`src/rtl/mm_pkg.sv`:
```
// Shared definitions for the matrix loader and its multiplier.
// Holds the loader FSM state encoding and the frame geometry (16 elements per
// matrix, 32 words per A+B frame) along with the derived index widths.
package mm_pkg;

    localparam int unsigned MAT_ELEMS   = 16;
    localparam int unsigned FRAME_WORDS = 2 * MAT_ELEMS;
    localparam int unsigned CNT_W       = $clog2(FRAME_WORDS);
    localparam int unsigned IDX_W       = $clog2(MAT_ELEMS);

    typedef enum logic [1:0] {
        LOAD_A    = 2'd0,
        LOAD_B    = 2'd1,
        START     = 2'd2,
        WAIT_DONE = 2'd3
    } mm_state_e;

endpackage

```
`src/rtl/matrix_loader.sv`:
```
// Streams a 32-word frame into two 4x4 operand buffers (A then B), then
// kicks the multiplier and holds the buffers until it reports done.
// Ports:
//   clk, rst_n         clock, asynchronous active-low reset
//   enable             gates word acceptance (loading stalls when low)
//   in_valid/in_ready  input handshake; in_data element, in_last frame end
//   matrix_a/matrix_b  flattened row-major operand buffers
//   mm_start/mm_done   one-cycle start pulse out, done pulse in
//   busy               frame in flight (first word until done)
//   frame_err          one-cycle pulse when in_last disagrees with word 31
module matrix_loader
    import mm_pkg::*;
#(
    parameter int unsigned DATA_WIDTH = 16
) (
    input  logic                                  clk,
    input  logic                                  rst_n,
    input  logic                                  enable,
    input  logic                                  in_valid,
    output logic                                  in_ready,
    input  logic signed [DATA_WIDTH-1:0]          in_data,
    input  logic                                  in_last,
    output logic signed [MAT_ELEMS*DATA_WIDTH-1:0] matrix_a,
    output logic signed [MAT_ELEMS*DATA_WIDTH-1:0] matrix_b,
    output logic                                  mm_start,
    input  logic                                  mm_done,
    output logic                                  busy,
    output logic                                  frame_err
);

    mm_state_e        state_q;
    mm_state_e        state_d;
    logic [CNT_W-1:0] cnt_q;
    logic [CNT_W-1:0] cnt_d;
    logic             rdy_q;
    logic             accept;
    logic             last_word;
    logic             err;
    logic             store_a;
    logic [IDX_W-1:0] idx;

    // rdy_q only rises on a clock edge, so in_ready stays low right after reset
    assign in_ready  = rdy_q & enable;
    assign accept    = in_valid & in_ready;
    assign last_word = (cnt_q == CNT_W'(FRAME_WORDS - 1));
    assign err       = accept & (in_last ^ last_word);
    assign store_a   = (cnt_q < CNT_W'(MAT_ELEMS));
    assign idx       = cnt_q[IDX_W-1:0];

    // State and word counter
    always_ff @(posedge clk or negedge rst_n) begin
        if (!rst_n) begin
            state_q <= LOAD_A;
            cnt_q   <= '0;
        end else begin
            state_q <= state_d;
            cnt_q   <= cnt_d;
        end
    end

    // Next-state and counter logic
    always_comb begin
        state_d = state_q;
        cnt_d   = cnt_q;
        case (state_q)
            LOAD_A: begin
                if (accept) begin
                    if (err) begin
                        cnt_d = '0;
                    end else begin
                        cnt_d = cnt_q + CNT_W'(1);
                        if (cnt_q == CNT_W'(MAT_ELEMS - 1)) begin
                            state_d = LOAD_B;
                        end
                    end
                end
            end
            LOAD_B: begin
                if (accept) begin
                    if (err) begin
                        cnt_d   = '0;
                        state_d = LOAD_A;
                    end else if (last_word) begin
                        cnt_d   = '0;
                        state_d = START;
                    end else begin
                        cnt_d = cnt_q + CNT_W'(1);
                    end
                end
            end
            START: begin
                state_d = WAIT_DONE;
            end
            WAIT_DONE: begin
                if (mm_done) begin
                    cnt_d   = '0;
                    state_d = LOAD_A;
                end
            end
            default: begin
                cnt_d   = '0;
                state_d = LOAD_A;
            end
        endcase
    end

    // Registered handshake/status outputs, all derived from the next state
    always_ff @(posedge clk or negedge rst_n) begin
        if (!rst_n) begin
            rdy_q     <= 1'b0;
            mm_start  <= 1'b0;
            frame_err <= 1'b0;
            busy      <= 1'b0;
        end else begin
            rdy_q     <= (state_d == LOAD_A) || (state_d == LOAD_B);
            mm_start  <= (state_d == START);
            frame_err <= err;
            if (err) begin
                busy <= 1'b0;
            end else if (accept && (cnt_q == '0)) begin
                busy <= 1'b1;
            end else if ((state_q == WAIT_DONE) && mm_done) begin
                busy <= 1'b0;
            end
        end
    end

    // Operand buffers; only written on accepted words, so they are frozen
    // from mm_start until mm_done. A misframed word is still stored.
    always_ff @(posedge clk or negedge rst_n) begin
        if (!rst_n) begin
            matrix_a <= '0;
            matrix_b <= '0;
        end else if (accept) begin
            if (store_a) begin
                matrix_a[32'(idx) * DATA_WIDTH +: DATA_WIDTH] <= in_data;
            end else begin
                matrix_b[32'(idx) * DATA_WIDTH +: DATA_WIDTH] <= in_data;
            end
        end
    end

endmodule

```
`config.mk`:
```
export PLATFORM = sky130hd
export DESIGN_NAME = matrix_loader
export DESIGN_NICKNAME = d
export VERILOG_FILES = /design/src/rtl/mm_pkg.sv /design/src/rtl/matrix_loader.sv
export SDC_FILE = /design/constraint.sdc
export NUM_CORES = 1
export LEC_CHECK = 0
export BUFFER_PORTS_ARGS = -buffer_cell sky130_fd_sc_hd__clkbuf_2
export CAP_MARGIN = 20
export CORE_AREA = 2 2 209 211
export CTS_CLUSTER_SIZE = 30
export DETAILED_ROUTE_END_ITERATION = 10
export DIE_AREA = 0 0 211 213
export GPL_TIMING_DRIVEN = 1
export PLACE_DENSITY = 0.73
export SYNTH_ARGS = -nofsm -noshare
export SYNTH_HDL_FRONTEND = slang
export SYNTH_SLANG_ARGS = --single-unit
export TNS_END_PERCENT = 5
```
`constraint.sdc`:
```
create_clock -name clk -period 3.87 [get_ports clk]
set_input_delay 0.387 -clock clk [delete_from_list [all_inputs] [get_ports clk]]
set_output_delay 0.387 -clock clk [all_outputs]
set_load 0.02 [all_outputs]
```
==> results of run 1 <==
## state kept, by name, indices dropped and copies added, names as in the netlist
| signal | flops |
|---|---|
| matrix_a | 256 |
| matrix_b | 256 |
| cnt_q | 5 |
| state_q | 2 |
| busy | 1 |
| frame_err | 1 |
| mm_start | 1 |
| rdy_q | 1 |
## cell type report
| class | count | share of cell area, % |
|---|---|---|
| multi-input cells | 815 | 28.2 |
| clock inverters | 14 | 1.01 |
| clock buffers | 77 | 6.00 |
| well taps | 546 | 2.60 |
| diodes | 1 | 0.00951 |
| repair buffers | 566 | 11.3 |
| inverters | 77 | 1.10 |
| flip-flops and latches | 523 | 49.8 |
## final timing paths
| path | end | slack [ns] | cells past startpoint |
|---|---|---|---|
| setup / recovery | matrix_a[57] | 0.11 | 6 |
| hold / removal | busy | 0.12 | 4 |
| setup reg to reg | matrix_a[57] | 0.11 | 6 |
| hold reg to reg | matrix_b[1] | 0.48 | 2 |
| max in group asynchronous | matrix_b[56] | 2.42 | 3 |
| min in group asynchronous | matrix_b[204] | 0.40 | 2 |
## critical path, cell delays in order, from the launching register on
cell       delay (ns)
dfrtp_1          0.72
nor3_1           0.18
ha_1             0.54
inv_1            0.16
a2111oi_2        0.83
nand2_1          0.70
mux2_2           0.48
## Yosys cell counts, types with 3 or more instances
library cell / n
nor3_1: 8
nor2_1: 11
dfrtp_1: 523
and3_1: 52
mux2_2: 409
nand2b_1: 4
nand3_2: 8
inv_1: 77
buf_2: 31
mux2_1: 7
nand4_1: 5
mux2i_1: 65
nor3b_1: 18
nand2_1: 72
a21oi_1: 4
clkbuf_1: 38
o21ai_0: 37
and2_1: 47
nand3_1: 17
ha_1: 11
o21bai_1: 3
## cell usage in the layout, fill, tap and decap left out, drive strengths merged, types with 3 or more instances in the layout
| cell type | instances |
|---|---|
| clkbuf | 613 |
| dfrtp | 523 |
| mux2 | 416 |
| inv | 77 |
| nand2 | 72 |
| mux2i | 65 |
| and3 | 52 |
| and2 | 48 |
| o21ai | 38 |
| buf | 29 |
| nand3 | 25 |
| nor3b | 18 |
| ha | 11 |
| nor2 | 11 |
| nor3 | 9 |
| bufinv | 7 |
| nand4 | 7 |
| clkinv | 6 |
| nand2b | 4 |
| a21oi | 4 |
| o21bai | 3 |
## cell families (layout without fill, tap and decap cells)
kind of cell / Yosys count / after routing / share of synthesized area, %
XOR/XNOR: 4 / 4 / 0.202
AO/OA/AOI/OAI: 60 / 60 / 1.80
flip-flops: 523 / 523 / 62.1
other: 0 / 1 / 0
buffers and inverters: 149 / 734 / 2.87
adder cells (fa/ha/maj): 11 / 11 / 0.653
multiplexers: 481 / 481 / 25.3
AND/OR/NAND/NOR: 259 / 259 / 7.08
## per-stage QoR
step	setup WS [ns]	instances	cell area, sq um
global placement	0.312	2525	24400
global route	-0.178	2618	26300
floorplan	1.16	1487	21100
detailed placement	0.155	2525	24400
finish	0.114	2619	26300
CTS	0.125	2617	26300
## layer usage
layer  vias up  share of wire (%)  GRT usage, %
met5         -                  0             0
met4         0                4.4          12.1
met3       145                7.4          7.25
met2       543                 49          46.6
met1      7436                 39          35.0
li1       6271                  -             -
## power by group through the flow
stage / Clock [uW] / Combinational [uW] / Sequential (uW)
final: 5440 / 3050 / 5970
after floorplan: 0 / 1580 / 6310
after CTS: 5500 / 3070 / 5970
after global placement: 0 / 2980 / 6050
after global routing: 5730 / 3320 / 6000
after detailed placement: 0 / 3050 / 6060
## timing repair
action                                  CTS  global route
endpoints found under the hold margin    83             0
endpoints found under the setup margin    0            32
hold buffers                              1             0
resized for setup                         0             1
==> out/metrics.yaml, run 1 <==
yosys:
  ys_top_cells_by_area: "dfrtp_1 (62%), mux2_2 (22%), mux2i_1 (3.1%)"
  synth-seq-area-share_pct: 62.1
  synth_top_area_share_pct: 62.1
  synth_nets: 1520
  synth_area_sq_um: 21100
  ys_ff_latch: 523
  synth_edf_count: 0
  syn-mean-instance-area_sq_um: 14.2
  synth.distinct_cells: 50
  yosys.area.top_type: "dfrtp_1"
  synthArstFlopShare_pct: 100
  yosysWarnings: 0
  ys.flop_type: "dfrtp_1"
  netlist_instances: 1487
power_and_ir_drop:
  pwr-share-seq_pct: 41.3
  intPower_uw: 9890
  power.leakage_uw: 0.0145
  swShare_pct: 31.6
  p_switching_uw: 4570
  vdd_drop_max_v: 0.000384
  power.density_nw_per_um2: 550
  power_frac_comb_pct: 21.1
  total_power_uw: 14500
  p_clk_share_pct: 37.6
detailed_routing:
  drt_wl_total_um: 63600
  drt-pass1-iter-count: 5
  dr_total_vias: 14395
  drtAntennaViolNets: 0
  wl_per_cell_um: 24.3
  drc: 0
  viasPerCell: 5.50
  first_iter_violations: 992
floorplan:
  dieArea_sq_um: 44900
  die_h_um: 213
  core_area_sq_um: 42700
  rows: 76
  die_w_um: 211
  io_pins: 538
  start_util_pct: 49.4
place:
  port_buffers: 537
  gp_congestion: 0.828
  hpwl_um: 45100
timing:
  layout_min_cycle_time_ns: 3.76
  fmax_ghz: 0.266
  rsz0062_at_grt: "yes"
  tns_ns: 0
  slew_violations: 0
  finalSetupViolations: 0
  tightest_slew_ns: 0.940
  clock_skew_ns: 0.0216
  whs_ns: 0.124
  hold_viol: 0
  slew_headroom_pct: 37.4
  period_share_pct: 97.0
clocking:
  cts-root-buf: "clkbuf_16"
  cts_tree: "done"
  clk_pin_slew_ns: 0.06
  cts_buffer_depth: 3
  cts_max_level: 2
  cts_setup_buffers: 0
  clkSinkCount: 523
  cts_buffers: 52
  clk_latency_ns: 0.60
setup_path:
  worst-path-max-fanout: 17
  critPathArrivalTime_ns: 4.23
  end_kind: "register"
  startpoint: "cnt_q[2]"
  setup.worst_path.class: "register to register"
  reg2reg_from: "cnt_q[2]"
  crit_required_ns: 4.34
  startpoint_type: "register"
layout:
  utilization_pct: 61.6
  regArea_sq_um: 13100
  multi_input_area_sq_um: 7420
  drive_gt1_share_pct: 52.2
  n_fill_cell: 3331
  area_growth_pct: 24.8
  fin_nets: 2068
flow_run:
  cap_violations: 0
global_routing:
  grt.total_usage_pct: 28.1
  antenna_found_initial: 3
  grt_max_degree: 96
  grt_pass1_vias: 14693
  grt_pass1_wl_um: 94500
  overflow: 0
worst_hold_path:
  hp-class: "primary input to register"
  hold_path_startpoint: "mm_done"
status:
  outcome: "complete, no violations"
Power figures use the tool's default switching activity.
==> inputs of run 2 (changes only) <==
==> constraint.sdc (replaced) <==
create_clock -name clk -period 3.87 [get_ports clk]
set_input_delay 0.5805 -clock clk [delete_from_list [all_inputs] [get_ports clk]]
set_output_delay 0.5805 -clock clk [all_outputs]
set_load 0.02 [all_outputs]
==> out/metrics.yaml, run 2 (synthesis results as in run 1) <==
place:
  dp_slack_ns: 0.208  # +0.0525 ns
  hpwl_um: 45200  # +0.32%
  gp_congestion: 0.834  # +0.66%
  dp.cells: 2531  # +0.24%
  port_buffers: 537  # unchanged
power_and_ir_drop:
  total_power_uw: 14200  # -1.5%
  power.leakage_uw: 0.0146  # +0.20%
  vdd_drop_max_v: 0.000395  # +2.9%
  power.density_nw_per_um2: 541  # -1.7%
floorplan:
  io_pins: 538  # unchanged
  start_util_pct: 49.4  # unchanged
  die_h_um: 213  # unchanged
  die_w_um: 211  # unchanged
  core_area_sq_um: 42700  # unchanged
  dieArea_sq_um: 44900  # unchanged
  rows: 76  # unchanged
layout:
  top_regs: "matrix_a (256), matrix_b (256), cnt_q (5)"
  area_growth_pct: 25.0
  n_fill_cell: 3314  # -0.51%
  final_common_cell: "clkbuf_2"
  drive_gt1_share_pct: 52.5  # +0.28 points
  stdcell_count: 2631  # +0.46%
  fin_nets: 2075  # +0.34%
  mostFrequentLayoutCells: "clkbuf_2 (536), dfrtp_1 (523), mux2_2 (409), inv_1 (77), nand2_1 (72)"
  multi_input_area_sq_um: 7410  # about the same
  regArea_sq_um: 13100  # unchanged
timing:
  postLayoutSetupSlackWorst_ns: 0.223  # +0.108 ns
  period_share_pct: 94.2  # -2.8 points
  finalSetupViolations: 0  # unchanged
  slew_headroom_pct: 34.4  # -2.9 points
  slew_violations: 0  # unchanged
  fmax_ghz: 0.274  # +3.0%
  hold_viol: 0  # unchanged
  layout_min_cycle_time_ns: 3.65  # -0.108 ns
  tns_ns: 0  # unchanged
  tightest_slew_ns: 0.984  # +0.0438 ns
  clock_skew_ns: 0.0248  # +0.00323 ns
  rsz0062_at_grt: "yes"
  whs_ns: 0.0728  # -0.0510 ns
setup_path:
  startpoint_type: "register"
  setup.worst_path.class: "register to register"
  end_kind: "register"
  critPathSlowestCell: "a2111oi_2"
  crit_required_ns: 4.34  # about the same
  slowest_delay_ns: 0.75  # -0.08 ns
  critPathArrivalTime_ns: 4.12  # -0.11 ns
  worst-path-max-fanout: 17  # unchanged
  worst-path-buf-inv: 1  # unchanged
  crit_chain: "nor3_1 -> ha_1 -> inv_1 -> a2111oi_2 -> nand2_1 -> mux2_1"
  crit_family: "simple AND/OR/NAND/NOR gates"
global_routing:
  antenna_found_initial: 8  # +5
  grt_pass1_wl_um: 94300  # -0.26%
  grt_pass1_vias: 14827  # +0.91%
  overflow: 0  # unchanged
  grt.total_usage_pct: 28.0  # -0.088 points
  grt_max_degree: 112  # +17%
detailed_routing:
  first_iter_violations: 1009  # +1.7%
  drt-pass1-iter-count: 6  # +1
  drc: 0  # unchanged
  drtAntennaViolNets: 0  # unchanged
  dr_total_vias: 14340  # -0.38%
  viasPerCell: 5.45  # -0.84%
  wl_per_cell_um: 24.0  # -1.3%
  drt_wl_total_um: 63000  # -0.87%
clocking:
  clk_pin_slew_ns: 0.06  # about the same
  cts-root-buf: "clkbuf_16"
  ctsHoldBuffers: 0  # -1
  cts_max_level: 2  # unchanged
  clkSinkCount: 523  # unchanged
  clk_latency_ns: 0.62  # +0.02 ns
  cts_buffer_depth: 3  # unchanged
  cts_tree: "done"
  cts_buffers: 54  # +3.8%
flow_run:
  cap_violations: 0  # unchanged
status:
  outcome: "complete, no violations"
worst_hold_path:
  hp-class: "primary input to asynchronous set/reset pin"
## run 2: changes by cell type in the layout (fill, tap and decap cells not counted), moves of 2 or more
cell       previous run  this run
clkbuf_8             14        16
clkinv_2              3         9
buf_4                23        25
buf_12                5         8
diode_2               1         3
bufinv_16             7         2
## run 2: worst reg2reg max path: cells and delay by family, from the launching register on
| family | cells | cell delay [ns] |
|---|---|---|
| simple gates | 2 | 0.86 |
| fa+ha+maj | 1 | 0.53 |
| flops | 1 | 0.69 |
| buf+inv | 1 | 0.15 |
| compound gates | 1 | 0.75 |
| mux | 1 | 0.54 |
## run 2: path summary, 6_finish.rpt
| kind | depth (start not counted) | startpoint | slack (ns) | end |
|---|---|---|---|---|
| worst min-delay path | 1 | rst_n | 0.07 | matrix_a[76] |
| max in group asynchronous | 2 | rst_n | 2.84 | matrix_a[106] |
| worst min register to register | 2 | matrix_a[8] | 0.48 | matrix_a[8] |
| worst max register to register | 6 | cnt_q[2] | 0.22 | matrix_a[26] |
| worst max-delay path | 6 | cnt_q[2] | 0.22 | matrix_a[26] |
| min in group clk | 4 | mm_done | 0.33 | busy |
## run 2: cell type report
cell class / instances / share of cell area (%)
Clock inverter: 17 / 0.651
Tap cell: 546 / 2.59
Multi-Input combinational cell: 815 / 28.1
Timing Repair Buffer: 571 / 11.6
Antenna cell: 3 / 0.0285
Inverter: 77 / 1.10
Clock buffer: 79 / 6.18
Sequential cell: 523 / 49.7
## run 2: repair_timing
item | CTS | global route
setup endpoints to repair | 0 | 64
resized for setup | 0 | 0
setup buffers | 0 | 0
## run 2: report_power, final
part | leakage [uW] | switching, uW | total (uW) | internal (uW)
logic | 0.00669 | 2180 | 3070 | 892
clock network | 0.000892 | 2160 | 5200 | 3040
registers | 0.00698 | 214 | 5970 | 5760
## run 2: metrics by stage
step	util (%)	cell area, sq um
finish	61.7	26300
global route	61.7	26300
CTS	61.6	26300
detailed placement	57.4	24500
global placement	57.4	24500
floorplan	-	21100
## run 2: metal layers
metal,wire (um),GRT usage (%)
met5,13,0
met4,2760,12.9
met3,4360,7.12
met2,31100,46.2
met1,24800,34.8
==> inputs of run 3 (changes only) <==
Settings changed: REMOVE_ABC_BUFFERS set to 1.
==> out/metrics.yaml, run 3 (synthesis results as in run 1) <==
timing:
  slew_violations: 0  # unchanged
  rsz0062_at_grt: "no"
  finalSetupViolations: 0  # unchanged
  period_share_pct: 87.8  # -6.4 points
  slew_headroom_pct: 32.5  # -2.0 points
  tightest_slew_ns: 1.01  # +0.0257 ns
  fmax_ghz: 0.294  # +7.3%
  layout_min_cycle_time_ns: 3.40  # -0.250 ns
  tns_ns: 0  # unchanged
  clock_skew_ns: 0.0108  # -0.0140 ns
  hold_viol: 0  # unchanged
place:
  hpwl_um: 43800  # -3.3%
  place_area_sq_um: 24500  # about the same
  dp.cells: 2539  # +0.32%
  port_buffers: 537  # unchanged
  gp_congestion: 0.854  # +2.4%
detailed_routing:
  drc: 0  # unchanged
  dr_total_vias: 14445  # +0.73%
  drt_wl_total_um: 63100  # +0.15%
  met3WireLength_um: 4850  # +11%
  wl_met1_um: 25100  # +1.1%
  first_iter_violations: 968  # -4.1%
  drt-pass1-iter-count: 5  # -1
  drtAntennaViolNets: 0  # unchanged
  highest_layer: "met4"
  wl_per_cell_um: 24.0  # about the same
  viasPerCell: 5.48  # +0.54%
  met2_wirelength_um: 30900  # -0.73%
setup_path:
  setup.worst_path.class: "register to register"
  startpoint_type: "register"
  worst-path-max-fanout: 17  # unchanged
  crit_required_ns: 4.32  # -0.02 ns
  critPathArrivalTime_ns: 3.85  # -0.27 ns
  reg2regPathDepth: 7  # +1
  end_kind: "register"
status:
  outcome: "complete, no violations"
clocking:
  cts_setup_buffers: 0  # unchanged
  cts_buffers: 52  # -3.7%
  cts-resized-gates: 0  # unchanged
  clk_pin_slew_ns: 0.06  # about the same
  ctsHoldBuffers: 0  # unchanged
  clkSinkCount: 523  # unchanged
  cts_buffer_depth: 3  # unchanged
  cts-root-buf: "clkbuf_16"
  cts_max_level: 2  # unchanged
  clk_latency_ns: 0.58  # -0.04 ns
  cts_tree: "done"
layout:
  utilization_pct: 61.4  # -0.26 points
  final_common_cell: "clkbuf_2"
  drive_gt1_share_pct: 52.4  # -0.12 points
  mostFrequentLayoutCells: "clkbuf_2 (536), dfrtp_1 (523), mux2_2 (409), inv_1 (77), nand2_1 (72)"
  n_fill_cell: 3340  # +0.78%
  fin_nets: 2080  # +0.24%
  finalInstanceArea_sq_um: 26200  # -0.43%
  top_regs: "matrix_a (256), matrix_b (256), cnt_q (5)"
  stdcell_count: 2636  # +0.19%
  area_growth_pct: 24.4
global_routing:
  grt_pass1_wl_um: 93500  # -0.83%
  overflow: 0  # unchanged
  antenna_found_initial: 10  # +2
  grt_pass1_vias: 14972  # +0.98%
  grt_max_degree: 107  # -4.5%
  grt.total_usage_pct: 27.9  # -0.094 points
flow_run:
  cap_violations: 0  # unchanged
floorplan:
  dieArea_sq_um: 44900  # unchanged
  core_area_sq_um: 42700  # unchanged
  die_h_um: 213  # unchanged
  die_w_um: 211  # unchanged
  io_pins: 538  # unchanged
  rows: 76  # unchanged
  start_util_pct: 49.4  # unchanged
power_and_ir_drop:
  pwr-share-seq_pct: 42.7  # +0.8 points
  power.leakage_uw: 0.0145  # -0.38%
  power_frac_comb_pct: 21.8  # +0.2 points
  p_switching_uw: 4430  # -2.7%
  intPower_uw: 9540  # -1.5%
  p_clk_share_pct: 35.5  # -1.0 points
  power.density_nw_per_um2: 533  # -1.5%
  swShare_pct: 31.7  # -0.26 points
  vdd_drop_max_v: 0.000362  # -8.4%
worst_hold_path:
  hp-class: "primary input to asynchronous set/reset pin"
==> run 3: final timing paths <==
| check | slack [ns] | from | to |
|---|---|---|---|
| worst min-delay path | 0.08 | rst_n | matrix_b[19] |
| max in group asynchronous | 2.66 | rst_n | matrix_b[44] |
| worst min register to register | 0.48 | matrix_b[12] | matrix_b[12] |
| worst max register to register | 0.47 | cnt_q[2] | matrix_b[62] |
| min in group clk | 0.34 | mm_done | busy |
| worst max-delay path | 0.47 | cnt_q[2] | matrix_b[62] |
==> run 3: final cells by class <==
| type | instances | area, sq um | area share, % |
|---|---|---|---|
| clock buffers | 77 | 1570 | 5.97 |
| flip-flops and latches | 523 | 13100 | 49.9 |
| clock inverters | 9 | 104 | 0.396 |
| repair buffers | 578 | 3060 | 11.6 |
| well taps | 546 | 683 | 2.60 |
| diodes | 11 | 27.5 | 0.105 |
| multi-input cells | 815 | 7410 | 28.3 |
| inverters | 77 | 289 | 1.10 |
==> run 3: routing by layer <==
metal  global-route usage, %  vias up
li1                        -     6313
met1                    35.8     7426
met2                    45.4      582
met3                    7.21      124
met4                    11.5        0
met5                       0        -
==> run 3: critical path, stage by stage (launching register included) <==
cell,delay [ns]
dfrtp_1,0.70
nor3_1,0.18
ha_1,0.32
buf_4,0.17
inv_1,0.10
a2111oi_2,0.63
nand2_1,0.67
mux2_2,0.49
==> run 3: power groups by stage <==
stage | Sequential, uW | Clock (uW) | Combinational, uW
2_1_floorplan | 6350 | 0 | 1440
3_3_place_gp | 6040 | 0 | 3030
3_5_place_dp | 6060 | 0 | 3080
4_1_cts | 5970 | 5050 | 3090
5_1_grt | 6000 | 5260 | 3340
6_report | 5970 | 4960 | 3050
==> run 3: metrics by stage <==
stage	setup WS [ns]	power [uW]	hold WS, ns
finish	0.472	14000	0.0753
global route	0.162	14600	0.135
CTS	0.439	14100	0.109
detailed placement	0.449	9140	0.470
global placement	0.604	9070	0.463
floorplan	-0.0362	7790	0.285
